<file path="src/rtl/imm_pkg.sv">
// Immediate format codes and instruction field positions, shared by the
// immediate packer and the core decoder's sign-extension stage.
package imm_pkg;

   localparam logic [2:0] IMM_NONE  = 3'b000;
   localparam logic [2:0] IMM_I     = 3'b001;
   localparam logic [2:0] IMM_SHAMT = 3'b010;
   localparam logic [2:0] IMM_S     = 3'b011;
   localparam logic [2:0] IMM_B     = 3'b100;
   localparam logic [2:0] IMM_U     = 3'b101;
   localparam logic [2:0] IMM_J     = 3'b110;
   localparam logic [2:0] IMM_ILL   = 3'b111;

   localparam int INST_MSB   = 31;
   localparam int I_LSB      = 20;
   localparam int SHAMT_MSB  = 24;
   localparam int SHAMT_LSB  = 20;
   localparam int S_HI_LSB   = 25;
   localparam int S_LO_MSB   = 11;
   localparam int S_LO_LSB   = 7;
   localparam int B_B11_POS  = 7;
   localparam int B_LO_LSB   = 8;
   localparam int U_LSB      = 12;
   localparam int J_MID_MSB  = 19;
   localparam int J_B11_POS  = 20;
   localparam int J_LO_LSB   = 21;

   // True when v[31:msb] are all equal, i.e. v survives sign-extension from bit msb.
   function automatic logic fits_signed(input logic [31:0] v, input int unsigned msb);
      logic [31:0] s;
      s = $signed(v) >>> msb;
      return (s == '0) || (s == '1);
   endfunction

endpackage

</file>
<file path="src/rtl/imm_field_pack.sv">
// Combinational scatter of an immediate into the instruction fields of one
// format, with a representability check on the original value.
module imm_field_pack
   import imm_pkg::*;
(
   input  logic [2:0]  op,
   input  logic [31:0] inst,
   input  logic [31:0] imm,
   output logic [31:0] inst_packed,
   output logic        range_err
);

   // Fields are always packed from the low bits, even when range_err is set.
   always_comb begin
      inst_packed = inst;
      range_err   = 1'b0;
      case (op)
         IMM_I: begin
            inst_packed[INST_MSB:I_LSB] = imm[11:0];
            range_err = !fits_signed(imm, 11);
         end
         IMM_SHAMT: begin
            inst_packed[SHAMT_MSB:SHAMT_LSB] = imm[4:0];
            range_err = (imm[31:5] != '0);
         end
         IMM_S: begin
            inst_packed[INST_MSB:S_HI_LSB] = imm[11:5];
            inst_packed[S_LO_MSB:S_LO_LSB] = imm[4:0];
            range_err = !fits_signed(imm, 11);
         end
         IMM_B: begin
            inst_packed[INST_MSB]             = imm[12];
            inst_packed[B_B11_POS]            = imm[11];
            inst_packed[INST_MSB-1:S_HI_LSB]  = imm[10:5];
            inst_packed[S_LO_MSB:B_LO_LSB]    = imm[4:1];
            range_err = !fits_signed(imm, 12) || imm[0];
         end
         IMM_U: begin
            inst_packed[INST_MSB:U_LSB] = imm[31:12];
            range_err = (imm[11:0] != '0);
         end
         IMM_J: begin
            inst_packed[INST_MSB]             = imm[20];
            inst_packed[J_MID_MSB:U_LSB]      = imm[19:12];
            inst_packed[J_B11_POS]            = imm[11];
            inst_packed[INST_MSB-1:J_LO_LSB]  = imm[10:1];
            range_err = !fits_signed(imm, 20) || imm[0];
         end
         IMM_ILL: range_err = 1'b1;
         default: ;
      endcase
   end

endmodule

</file>
<file path="src/rtl/imm_packer.sv">
// Two-stage valid/ready immediate encoder: S1 captures the request, S2 holds
// the packed word and error flag; a saturating counter tallies range errors.
module imm_packer
   import imm_pkg::*;
#(
   parameter int ERR_CNT_W = 16
) (
   input  logic                 clk,
   input  logic                 rst_n,
   input  logic                 in_valid,
   output logic                 in_ready,
   input  logic [2:0]           in_op,
   input  logic [31:0]          in_inst,
   input  logic [31:0]          in_imm,
   output logic                 out_valid,
   input  logic                 out_ready,
   output logic [31:0]          out_inst,
   output logic                 out_err,
   output logic [ERR_CNT_W-1:0] err_cnt,
   input  logic                 err_clr
);

   localparam logic [ERR_CNT_W-1:0] CNT_ONE = 1;
   localparam logic [ERR_CNT_W-1:0] CNT_MAX = '1;

   logic                 s1_valid;
   logic [2:0]           s1_op;
   logic [31:0]          s1_inst;
   logic [31:0]          s1_imm;
   logic                 s2_valid;
   logic [31:0]          s2_inst;
   logic                 s2_err;
   logic [ERR_CNT_W-1:0] cnt;
   logic                 s1_advance;
   logic                 s2_advance;
   logic                 s2_load;
   logic [31:0]          packed_inst;
   logic                 packed_err;

   // Valid/ready: a beat moves on a rising edge when valid & ready are both
   // high; valid and data are held until then, and a stage advances whenever
   // it is empty or the stage after it advances, so bubbles collapse.
   assign s2_advance = !s2_valid || out_ready;
   assign s1_advance = !s1_valid || s2_advance;
   assign s2_load    = s1_valid && s2_advance;
   assign in_ready   = s1_advance;

   always_ff @(posedge clk) begin
      if (!rst_n) begin
         s1_valid <= 1'b0;
         s1_op    <= IMM_NONE;
         s1_inst  <= '0;
         s1_imm   <= '0;
      end else if (s1_advance) begin
         s1_valid <= in_valid;
         if (in_valid) begin
            s1_op   <= in_op;
            s1_inst <= in_inst;
            s1_imm  <= in_imm;
         end
      end
   end

   imm_field_pack u_pack (
      .op          (s1_op),
      .inst        (s1_inst),
      .imm         (s1_imm),
      .inst_packed (packed_inst),
      .range_err   (packed_err)
   );

   always_ff @(posedge clk) begin
      if (!rst_n) begin
         s2_valid <= 1'b0;
         s2_inst  <= '0;
         s2_err   <= 1'b0;
      end else if (s2_advance) begin
         s2_valid <= s1_valid;
         if (s1_valid) begin
            s2_inst <= packed_inst;
            s2_err  <= packed_err;
         end
      end
   end

   // A clear wins over an increment landing in the same cycle.
   always_ff @(posedge clk) begin
      if (!rst_n) begin
         cnt <= '0;
      end else if (err_clr) begin
         cnt <= '0;
      end else if (s2_load && packed_err && (cnt != CNT_MAX)) begin
         cnt <= cnt + CNT_ONE;
      end
   end

   assign out_valid = s2_valid;
   assign out_inst  = s2_inst;
   assign out_err   = s2_err;
   assign err_cnt   = cnt;

endmodule
</file>
<file path="config.mk">
export PLATFORM = sky130hd
export DESIGN_NAME = imm_packer
export DESIGN_NICKNAME = d
export VERILOG_FILES = /design/src/rtl/imm_pkg.sv /design/src/rtl/imm_field_pack.sv /design/src/rtl/imm_packer.sv
export SDC_FILE = /design/constraint.sdc
export NUM_CORES = 1
export LEC_CHECK = 0
export BUFFER_PORTS_ARGS = -buffer_cell sky130_fd_sc_hd__buf_4
export CORE_MARGIN = 2
export CORE_UTILIZATION = 50
export DETAILED_ROUTE_END_ITERATION = 10
export HOLD_SLACK_MARGIN = 0.05
export PLACE_DENSITY = 0.75
export SYNTH_ARGS = -nofsm -noshare
export SYNTH_HDL_FRONTEND = slang
export SYNTH_SLANG_ARGS = --single-unit
</file>
<file path="constraint.sdc">
create_clock -name clk -period 4.75 [get_ports clk]
set_clock_uncertainty 0.2 [all_clocks]
set_input_delay 0.475 -clock clk [delete_from_list [all_inputs] [get_ports clk]]
set_output_delay 0.475 -clock clk [all_outputs]
set_load 0.05 [all_outputs]
</file>
==> metrics.txt <==
vias per cell=5.406; total negative slack=0 ns; final worst slack=2.326 ns; Slew @ Worst Pin=1.253 ns; WL final=14530 um; maximum clock path buffer count=2; cell area after synthesis=0.005074 mm2; Highest Clock Rate=0.4125 GHz; layout cells sized above 1=0.2146; reg2reg path depth=7; cts hold-fix bufs=68; initial antenna violation count=0; Crit Path Category=reg2reg; I/O Buffers=122; htree depth=4; worst flop-to-flop path startpoint=s1_op[1]$_SDFFE_PN0P_; Switching Share=0.2578; switching power=0.6980 mW; slew margin rel.=0.1649; RSZ-0062 raised after global routing=false; final period utilization=0.5104; synth cell count leaders=180 x nand2_1, 118 x dfxtp_1, 61 x a21boi_1; ant diodes=0; Critical Path Start Type=flop; DIE AREA=0.01097 mm2; postcts setup bufs=0; gp weighted congestion=0.8091; vias in the first global route=4715; core area=0.009819 mm2; number of synthesized flops with an enable pin=0; clk sinks=118; hold path start=out_ready; Overall Power=2.707 mW; design area=0.007301 mm2; DPL Wire Length=8872 um; final setup fails=0; CP max FO=13; static leakage=3.037 nW; status=finished clean; Sequential Power Share=0.400; top cell type by total area after synthesis=dfxtp_1; CP required=4.96 ns; clock-pin slew on the worst setup and hold paths=0.06 ns; Post-synth top flop=dfxtp_1; Total GRT Usage=0.2717; CP endpoint kind=flop; count of different cell masters after synthesis=51; Worst Hold End=out_valid$_SDFFE_PN0P_; worst reg-to-reg setup slack=2.33 ns; DRT iter0 DRCs=345; # rows=36; Final ANT Viol Nets=0; number of buffers created by CTS=17; top cells by area, synth=dfxtp_1 47%, nand2_1 13%, a21boi_1 9.0%; Via Count=5028; most common cell in the netlist=nand2_1; final critical-path required period=2.424 ns; Synth-to-Final Area Change=43.90%; Avg WL per Cell=15.62 um; sequential element share of the synthesized area=0.4656; Initial DRT Pass Iterations=6; die span in y=104.7 um; first-pass GRT wire length=23680 um; Mapped Nets=684; syn avg cell area=8.304 um2; Internal Power=2.009 mW; largest net degree at the start of global routing=80; Final Hold Viols=0; dpl ws=2.112 ns; Slew Limit Fails=0; area of the multi-input gates=0.002545 mm2; CTS tree=done; post-layout util=0.7435; Syn Inst Count=611; I/O pin cnt=123; fill count=712; arrival time at the worst endpoint=2.63 ns; asr flop ratio synth=0; nets=857; placed instance area=0.006031 mm2; remaining global-route overflow=0; maxcap violations=0; Root Buffer Master=clkbuf_8; top cell type's share of synthesized area=0.4656; initial core utilization=0.5167; #FFs+latches synth=118; FF+latch area=0.002362 mm2; worst hold path cell count=3; Worst R2R End=err_cnt[9]$_SDFFE_PP0P_; worst vdd ir=0.2173 mV; DRC Markers=0; Ys Warns=0; post_cts resized=0; pwr dens=370.8 mW/mm2; clk_lat worst skew=0.52 ns; Die X=104.7 um; Comb pwr share=0.133; clock power share=0.466; HP Class=in2reg
## power groups by stage
stage	combinational (mW)	clock, mW	sequential [mW]
global route	0.389	1.33	1.09
CTS	0.357	1.27	1.08
finish	0.360	1.26	1.08
floorplan	0.148	0	1.15
detailed placement	0.311	0	1.10
global placement	0.304	0	1.10
## worst max path at each step
stage	startpoint	end	slack, ns	cells past startpoint
5_1_grt	s1_op[1]$_SDFFE_PN0P_	err_cnt[13]$_SDFFE_PP0P_	2.14	7
4_1_cts	s1_op[1]$_SDFFE_PN0P_	err_cnt[9]$_SDFFE_PP0P_	2.34	7
2_1_floorplan	out_valid$_SDFFE_PN0P_	s1_op[2]$_SDFFE_PN0P_	2.26	7
6_report	s1_op[1]$_SDFFE_PN0P_	err_cnt[9]$_SDFFE_PP0P_	2.33	7
3_3_place_gp	out_ready	err_cnt[15]$_SDFFE_PP0P_	2.22	8
3_5_place_dp	out_ready	err_cnt[15]$_SDFFE_PP0P_	2.11	8
## worst max-delay path, cell delays in order (launching register included)
cell and delay [ns]:
dfxtp_1 0.58, nand2b_1 0.12, a211oi_1 0.25, nor3_2 0.09, o31a_4 0.43, a211oi_4 0.33, a21oi_1 0.12, a31o_1 0.19
## flip-flops by register name, summed over array words and instances, names as in the netlist
signal / count
err_cnt: 16
out_err: 1
out_inst: 32
out_valid: 1
s1_imm: 32
s1_inst: 32
s1_op: 3
s1_valid: 1
## cell families (layout without fill, tap and decap cells)
| logic type | count (synthesis) | in the layout | share of synthesized area |
|---|---|---|---|
| AOI/OAI and AO/OA | 162 | 162 | 0.2370 |
| adders and majority gates | 1 | 1 | 0.002466 |
| DFF | 118 | 118 | 0.4656 |
| buffers and inverters | 45 | 231 | 0.03378 |
| muxes | 12 | 12 | 0.02368 |
| and+or+nand+nor | 269 | 269 | 0.2306 |
| xor gates and xnor gates | 4 | 4 | 0.006904 |
## per-layer routing
layer  wire length [um]  GRT usage  vias to the layer above
met5                  0          0                        -
met4                287     0.1076                        0
met3                917    0.07299                       30
met2               7252     0.4536                      187
met1               6071     0.3324                     2335
li1                   -          -                     2476
## area by class of cell
type	count	share of cell area
flip-flops and latches	118	0.3236
multi-input cells	448	0.3486
repair buffers	192	0.2207
clock inverters	12	0.02108
clock buffers	20	0.05964
well taps	133	0.02279
inverters	7	0.003599
## through the flow
stage | hold WS, ns | cells
detailed placement | 0.2444 | 830
finish | 0.1007 | 930
global route | 0.08587 | 930
global placement | 0.2353 | 830
floorplan | 0.2304 | 611
CTS | 0.08111 | 930
## placed cells by master (no fill, tap or decap), types with 2 or more instances in the layout
cell type	n
o21ai_0	14
nor4_1	5
clkbuf_8	2
a31oi_1	2
and4_1	2
dfxtp_1	118
and3_1	7
a221oi_1	8
and2_2	2
a311oi_1	4
clkbuf_1	2
nand2_1	179
dlygate4sd3_1	68
bufinv_16	3
buf_4	124
a21o_1	4
clkinv_2	2
a2111oi_2	3
nor2_1	27
nand3_1	10
or3_1	2
nor3b_1	2
a211oi_1	11
nor3_1	3
a21boi_1	61
nor2b_1	5
mux2i_1	12
a21oi_1	33
nand4_1	11
o21ai_1	2
xnor2_1	4
or4_1	2
clkinvlp_4	6
inv_1	5
a222oi_1	4
clkbuf_16	16
nand2b_1	7
a31o_1	4
Note: power is estimated with default switching activity, not from simulation.
